==> config.mk <==
export PLATFORM = sky130hd
export DESIGN_NAME = instr_sram_fetch_flat
export DESIGN_NICKNAME = d
export VERILOG_FILES = /design/src/rtl/instr_sram_fetch_if.sv /design/src/rtl/instr_sram_fetch.sv /design/src/flat_wrapper.sv
export SDC_FILE = /design/constraint.sdc
export NUM_CORES = 1
export LEC_CHECK = 0
export CAP_MARGIN = 10
export CORE_ASPECT_RATIO = 1.25
export CORE_MARGIN = 2
export CORE_UTILIZATION = 30
export CTS_CLUSTER_DIAMETER = 200
export DETAILED_ROUTE_END_ITERATION = 6
export GPL_TIMING_DRIVEN = 0
export SKIP_CTS_REPAIR_TIMING = 1
export SLEW_MARGIN = 20
export SYNTH_ARGS = -nofsm -noshare
export SYNTH_HDL_FRONTEND = slang
export SYNTH_SLANG_ARGS = --single-unit
export TNS_END_PERCENT = 20
==> constraint.sdc <==
create_clock -name clk -period 5.7 [get_ports clk]
set_clock_uncertainty 0.1 [all_clocks]
set_input_delay 0.57 -clock clk [delete_from_list [all_inputs] [get_ports clk]]
set_output_delay 0.57 -clock clk [all_outputs]
set_load 0.005 [all_outputs]
==> src/rtl/instr_sram_fetch_if.sv <==
// SRAM read bus between the instruction fetcher
// and the board-level asynchronous SRAM.
interface instr_sram_fetch_if #(
  parameter int ADDR_BITS = 20
);
  logic [ADDR_BITS-1:0] sram_addr;
  logic [15:0]          sram_dq_in;
  logic                 sram_ce_n;
  logic                 sram_oe_n;
  logic                 sram_we_n;
  logic                 sram_ub_n;
  logic                 sram_lb_n;

  modport master (
    output sram_addr,
    output sram_ce_n,
    output sram_oe_n,
    output sram_we_n,
    output sram_ub_n,
    output sram_lb_n,
    input  sram_dq_in
  );

  modport slave (
    input  sram_addr,
    input  sram_ce_n,
    input  sram_oe_n,
    input  sram_we_n,
    input  sram_ub_n,
    input  sram_lb_n,
    output sram_dq_in
  );
endinterface

==> src/rtl/instr_sram_fetch.sv <==
// PC-driven instruction fetcher: two 16-bit SRAM reads
// per word, with a one-entry last-word buffer.
module instr_sram_fetch #(
  parameter int          ADDR_BITS   = 20,
  parameter int          WAIT_STATES = 1,
  parameter logic [31:0] RESET_INSTR = 32'h0000_0000
) (
  input  logic                clk,
  input  logic                reset,
  input  logic [31:0]         pc_addr,
  input  logic                fetch_req,
  input  logic                invalidate,
  output logic [31:0]         instr,
  output logic                instr_valid,
  output logic                stall,
  output logic                addr_err,
  instr_sram_fetch_if.master  sram
);

  typedef enum logic [1:0] {
    IDLE,
    LO,
    HI
  } state_t;

  localparam logic [3:0] WS = 4'(WAIT_STATES);

  state_t               state;
  state_t               state_d;
  logic [29:0]          p_reg;
  logic [15:0]          lo_reg;
  logic [3:0]           wcnt;
  logic [29:0]          buf_tag;
  logic                 buf_vld;
  logic                 half_q;
  logic [ADDR_BITS-2:0] a_reg;
  logic                 hit;
  logic                 bad;
  logic                 accept;
  logic                 lo_done;
  logic                 hi_done;
  logic                 ce_n;
  logic [ADDR_BITS-1:0] addr;

  assign a_reg = p_reg[ADDR_BITS-2:0];
  assign hit   = buf_vld &&
                 (pc_addr[31:2] == buf_tag);
  assign bad   = (pc_addr[1:0] != 2'b00) ||
                 (pc_addr[31:ADDR_BITS+1] != '0);

  always_comb begin
    state_d     = state;
    accept      = 1'b0;
    lo_done     = 1'b0;
    hi_done     = 1'b0;
    ce_n        = 1'b1;
    addr        = {a_reg, half_q};
    unique case (state)
      IDLE: begin
        if (fetch_req && !hit) begin
          accept  = 1'b1;
          state_d = LO;
        end
      end
      LO: begin
        ce_n = 1'b0;
        addr = {a_reg, 1'b0};
        if (wcnt == 4'd0) begin
          lo_done = 1'b1;
          state_d = HI;
        end
      end
      HI: begin
        ce_n = 1'b0;
        addr = {a_reg, 1'b1};
        if (wcnt == 4'd0) begin
          hi_done = 1'b1;
          state_d = IDLE;
        end
      end
      default: state_d = IDLE;
    endcase
    stall       = (state != IDLE) ||
                  (fetch_req && !hit);
    instr_valid = (state == IDLE) &&
                  fetch_req && hit;
    // Strobes drop in the very cycle reset is seen
    if (reset) begin
      state_d     = IDLE;
      accept      = 1'b0;
      lo_done     = 1'b0;
      hi_done     = 1'b0;
      ce_n        = 1'b1;
      addr        = '0;
      stall       = 1'b0;
      instr_valid = 1'b0;
    end
  end

  assign sram.sram_addr = addr;
  assign sram.sram_ce_n = ce_n;
  assign sram.sram_oe_n = ce_n;
  assign sram.sram_ub_n = ce_n;
  assign sram.sram_lb_n = ce_n;
  assign sram.sram_we_n = 1'b1;

  always_ff @(posedge clk) begin
    if (reset) begin
      state    <= IDLE;
      buf_vld  <= 1'b0;
      instr    <= RESET_INSTR;
      addr_err <= 1'b0;
      wcnt     <= 4'd0;
      p_reg    <= '0;
      half_q   <= 1'b0;
      lo_reg   <= '0;
      buf_tag  <= '0;
    end else begin
      state <= state_d;
      if (accept) begin
        p_reg    <= pc_addr[31:2];
        wcnt     <= WS;
        addr_err <= addr_err | bad;
      end else if (lo_done) begin
        lo_reg <= sram.sram_dq_in;
        wcnt   <= WS;
      end else if (hi_done) begin
        instr   <= {sram.sram_dq_in, lo_reg};
        buf_tag <= p_reg;
        buf_vld <= 1'b1;
        half_q  <= 1'b1;
      end else if (state != IDLE) begin
        wcnt <= wcnt - 4'd1;
      end
      // A loader write beats a completing fill
      if (invalidate) begin
        buf_vld <= 1'b0;
      end
    end
  end

endmodule
==> src/flat_wrapper.sv <==
// flat-port wrapper written by rule: the top's interface ports become plain ports
module instr_sram_fetch_flat 
#(
  parameter int          ADDR_BITS   = 20,
  parameter int          WAIT_STATES = 1,
  parameter logic [31:0] RESET_INSTR = 32'h0000_0000
)
  (clk, reset, pc_addr, fetch_req, invalidate, instr, instr_valid, stall, addr_err, sram_sram_addr, sram_sram_ce_n, sram_sram_oe_n, sram_sram_we_n, sram_sram_ub_n, sram_sram_lb_n, sram_sram_dq_in);
  instr_sram_fetch_if #(.ADDR_BITS(ADDR_BITS)) sram_i ();
  input  logic clk;
  input  logic reset;
  input  logic [31:0] pc_addr;
  input  logic fetch_req;
  input  logic invalidate;
  output logic [31:0] instr;
  output logic instr_valid;
  output logic stall;
  output logic addr_err;
  output wire logic [$bits(sram_i.sram_addr)-1:0] sram_sram_addr;
  output wire logic [$bits(sram_i.sram_ce_n)-1:0] sram_sram_ce_n;
  output wire logic [$bits(sram_i.sram_oe_n)-1:0] sram_sram_oe_n;
  output wire logic [$bits(sram_i.sram_we_n)-1:0] sram_sram_we_n;
  output wire logic [$bits(sram_i.sram_ub_n)-1:0] sram_sram_ub_n;
  output wire logic [$bits(sram_i.sram_lb_n)-1:0] sram_sram_lb_n;
  input wire logic [$bits(sram_i.sram_dq_in)-1:0] sram_sram_dq_in;
  assign sram_sram_addr = sram_i.sram_addr;
  assign sram_sram_ce_n = sram_i.sram_ce_n;
  assign sram_sram_oe_n = sram_i.sram_oe_n;
  assign sram_sram_we_n = sram_i.sram_we_n;
  assign sram_sram_ub_n = sram_i.sram_ub_n;
  assign sram_sram_lb_n = sram_i.sram_lb_n;
  assign sram_i.sram_dq_in = sram_sram_dq_in;
  instr_sram_fetch #(.ADDR_BITS(ADDR_BITS), .WAIT_STATES(WAIT_STATES), .RESET_INSTR(RESET_INSTR)) u_core (.clk(clk), .reset(reset), .pc_addr(pc_addr), .fetch_req(fetch_req), .invalidate(invalidate), .instr(instr), .instr_valid(instr_valid), .stall(stall), .addr_err(addr_err), .sram(sram_i));
endmodule
# Yosys cells after proc, flatten, opt, wreduce, memory -nomap -nowiden
# Cells that the tools add are included.
[word_totals] out_inout_bits=60 in_bits=52 register_bits=117 wordCells=65
[op_classes] n_addsub=1 bitwise_logic=4 mux=22 reduce_logical=21 eq_ne=7
[ops] operator="$eq A30 B30 Y1" n=1
[ops] operator="$mux W20" n=1
[ops] operator="$mux W1" n=16
[ops] operator="$reduce_bool A11 Y1" n=1
[ops] operator="$mux W2" n=3
[ops] operator="$ne A2 B1 Y1 const B" n=3
[ops] operator="$pmux W2 S3" n=1
[ops] operator="$reduce_and A2 Y1" n=3
[ops] operator="$reduce_and A3 Y1" n=2
[ops] operator="$logic_and A1 B1 Y1" n=4
[ops] operator="$logic_not A4 Y1" n=1
[ops] operator="$reduce_bool A2 Y1" n=2
[ops] operator="$reduce_or A2 Y1" n=2
[ops] operator="$sub A4 B1 Y4 const B" n=1
[ops] operator="$ne A3 B1 Y1 const B" n=1
[ops] operator="$not A1 Y1" n=3
[ops] operator="$reduce_bool A3 Y1" n=1
[ops] operator="$reduce_or A3 Y1" n=1
[ops] operator="$eq A2 B1 Y1 const B" n=1
[ops] operator="$eq A2 B2 Y1 const B" n=1
[ops] operator="$logic_not A2 Y1" n=1
[ops] operator="$logic_or A1 B1 Y1" n=2
[ops] operator="$pmux W1 S2" n=1
[ops] operator="$logic_not A1 Y1" n=1
[ops] operator="$or A1 B1 Y1" n=1

# Logic depth before layout (Yosys ltp)
# Gate-level depths: netlist (run 1).
[depth] depth_word=9 mapped_depth=9 ltp_nobuf=8

# Least setup slack after synthesis (run 1)
# OpenSTA, ideal clock, no wires.
[synth_timing] path_kind="input to output" from="input port pc_addr[7]" to="output port instr_valid" stages=7 slack_ns=2.725 arrival_time_ns=2.305 t_required_ns=5.030 cell_sequence="xnor2_1 o2111ai_1 or4_4 or4_1 buf_2 buf_2 nor2_1"
[synth_between] elab_chain_len=4
[synth_lines] element="start, declared" line_no="flat_wrapper.sv:12" source="input logic [31:0] pc_addr;"
[synth_lines] element="$eq A30 B30 Y1" line_no="instr_sram_fetch.sv:47" source="(pc_addr[31:2] == buf_tag);"
[synth_lines] element="$logic_and A1 B1 Y1" line_no="instr_sram_fetch.sv:46" source="assign hit = buf_vld &&"
[synth_lines] element="$logic_and A1 B1 Y1" line_no="instr_sram_fetch.sv:86" source="fetch_req && hit;"
[synth_lines] element="$mux W1" line_no="instr_sram_fetch.sv:88" source="if (reset) begin"
[synth_lines] element="end, declared" line_no="flat_wrapper.sv:16" source="output logic instr_valid;"
# No other way between the ends.

# Final worst setup path (run 1)
# Same ends and word-level chain as after synthesis.

==> results of run 1 <==
## layout make-up
class,count,area (um2)
plain buffers,32,179
clock buffers,23,478
clock inverters,8,124
fillers,1616,9730
inverters,6,22.5
multi-input cells,337,2660
flip-flops and latches,117,2340
well taps,220,275
repair buffers,110,1100
## metrics by stage
step	instance area [um2]	utilization	cells	worst slack, ps
3_3_place_gp	6580	0.389	822	1490
3_5_place_dp	6580	0.389	822	1490
5_1_grt	7180	0.425	853	1320
2_1_floorplan	5200	-	492	2730
4_1_cts	7180	0.425	853	1480
6_report	7180	0.425	853	1480
## critical path: cells and delay by family
family,cells,cell delay (ps)
and+or+nand+nor,3,1210
AOI/OAI and AO/OA,1,150
xor gates and xnor gates,1,140
buffers and inverters,4,1490
## worst min path at each step
stage / start / end / slack [ps] / cells past startpoint
2_1_floorplan: u_core.half_q / u_core.half_q / 320 / 2
3_3_place_gp: u_core.half_q / u_core.half_q / 330 / 2
3_5_place_dp: u_core.half_q / u_core.half_q / 340 / 2
4_1_cts: u_core.half_q / u_core.half_q / 350 / 2
5_1_grt: u_core.p_reg[17] / u_core.buf_tag[17] / 370 / 1
6_report: u_core.half_q / u_core.half_q / 340 / 2
## layer usage
| layer | global-route usage | part of all wire | vias up |
|---|---|---|---|
| met5 | 0 | 0 | - |
| met4 | 0.0523 | 0.011 | 0 |
| met3 | 0.0685 | 0.089 | 13 |
| met2 | 0.253 | 0.47 | 118 |
| met1 | 0.170 | 0.43 | 1826 |
| li1 | - | - | 1923 |
## cells in the mapped netlist, drive strengths merged (11+ instances only)
cell type,number
buf,16
clkbuf,16
dfxtp,117
mux2,38
mux2i,52
nand2b,83
nand3,12
nor2,12
nor2b,38
nor4,11
o21ai,15
xor2,23
## power by group through the flow
stage	Clock [W]	Combinational, W	Sequential (W)
final	0.00108	0.000496	0.000945
after global placement	0	0.000489	0.000957
after floorplan	0	0.000329	0.000951
after CTS	0.00111	0.000503	0.000945
after detailed placement	0	0.000500	0.000961
after global routing	0.00115	0.000546	0.000955
## logic make-up (layout without fill, tap and decap cells)
group,after synthesis,in the layout,synth area share
xor+xnor,30,30,0.0505
buf+inv,38,179,0.0387
simple gates,177,177,0.206
fa+ha+maj,5,5,0.0120
other cells,1,1,0.000721
flops,117,117,0.450
mux,90,90,0.196
compound gates,34,34,0.0457
==> flow_summary_export.csv, run 1 <==
group,metric,value,unit
run_status,run_status,"finished, final reports clean",
detailed_routing,vias,3880,
job,maxCapViolations,0,
floorplanning,start_util,0.308,
timing,setup_viol,0,
timing,hold_violations,0,
global_route,grt_pass1_wl,21200,um
critical_path,reg2regPathDepth,8,
yosys,synth_nets,549,
detailed_routing,routedWlPerCell,15.5,um
yosys,synth_top_area_frac,0.450,
floorplanning,dieHeight,151,um
critical_path,r2r_end,"u_core.p_reg[0]",
floorplanning,core,0.0169,mm2
yosys,mappedNetlistArea,0.00520,mm2
detailed_routing,avgViaCountPerCell,4.55,
floorplanning,rows,53,
final_layout,final_common_cell,"dfxtp_1",
floorplanning,ios,112,
global_route,antenna_found_initial,0,
critical_path,slowest_stage,"or4_4",
cts,clk_latency,410,ps
pwr,clkPwrFrac,0.428,
critical_path,path_cells,"clkdlybuf4s50_1 > xnor2_1 > o2111ai_1 > or4_4 > or4_1 > buf_2 > buf_2 > nor2_1 > clkdlybuf4s50_1",
final_layout,n_antenna_cell,0,
yosys,netlist_instances,492,
yosys,synth.largest_area_cell,"dfxtp_1",
cts,ctsHtreeMaxLevel,4,
yosys,ys_seq_elements,117,
timing,drv_slew,0,
timing,slew_headroom,0.373,
floorplanning,die_width,122,um
global_route,overflow,0,
yosys,synth_flop_cell,"dfxtp_1",
pwr,switching_share,0.250,
yosys,syn_avg_cell_area,10.6,um2
yosys,synthTopCellsByArea,"dfxtp_1, mux2i_1, nand2b_1",
cts,cts_buffer_depth,2,
pwr,seq_power_share,0.375,
detailed_routing,ant_nets,0,
pwr,intPower,0.00189,W
pwr,total_power,0.00252,W
timing,max_freq,237,MHz
critical_path,crit_type,"in2out",
worst_hold_path,min_path_type,"reg2reg",
critical_path,critPathArrivalTime,3550,ps
pwr,leakage,3.04,nW
placement,place_hpwl,9940,um
critical_path,critPathCapture,"instr_valid",
timing,period_share,0.741,
pwr,power_frac_comb,0.197,
timing,tightest_slew,940,ps
timing,period_minus_slack,4220,ps
final_layout,post_route_cells_drive_above_1_share,0.111,
placement,io_buffer_count,110,
final_layout,syn_to_final_growth,38.0,%
timing,worst_hold_slack,344,ps
cts,numCtsBuffers,17,
yosys,async_flop_share,0,
yosys,synth.distinct_cells,43,
detailed_routing,drtIter0Drc,156,
detailed_routing,route.detailed.drc,0,
critical_path,cp-startpoint,"pc_addr[7]",
floorplanning,dieArea,0.0184,mm2
timing,grt_setup_unrepaired,"false",
cts,path_clk_slew,60,ps
pwr,irDropWorstVdd,176,uV
critical_path,critPathMaxStageDelay,590,ps
critical_path,reg2reg_slack,3010,ps
critical_path,r2r_start,"u_core.buf_tag[5]",
final_layout,largest_reg_flops,32,
yosys,synth_edf_count,0,
global_route,grt_pass1_vias,4117,
critical_path,cp_max_fo,10,
cts,cts.sinks,117,
yosys,synth_warnings,0,
critical_path,startpoint_type,"input pin",
global_route,grt_util_all_layers,0.151,
pwr,p_per_area,351,mW/mm2
timing,final.setup.tns,0,ps
critical_path,critical_path_required,5030,ps
detailed_routing,routed_wirelength,13200,um
global_route,grt_max_degree,17,
placement,place.gp.congestion,0.775,
yosys,yosysSeqAreaShare,0.450,
cts,tritoncts,"yes",
final_layout,fin_nets,678,
final_layout,mostFrequentLayoutCells,"dfxtp_1, clkdlybuf4s50_1, nand2b_1",
critical_path,endpoint_kind,"output pin",
detailed_routing,drtPass1Iterations,4,
pwr,switchingPower,0.000631,W
cts,root_buffer,"clkbuf_16",
No activity file was read; power rests on OpenSTA's default activity.
==> run 2: changes to the inputs <==
- clock period: 5.7 -> 4.3 ns (I/O delays scaled with it)
==> results of run 2 <==
The final DEF is identical to that of run 1. Status: finished, final reports clean.
Main changes from that run: setup slack after placement 1490 ps -> 372 ps; setup slack after layout 1480 ps -> 357 ps; register-to-register setup slack 3010 ps -> 1610 ps; total power 0.00252 W -> 0.00334 W; worst IR drop on VDD 176 uV -> 234 uV
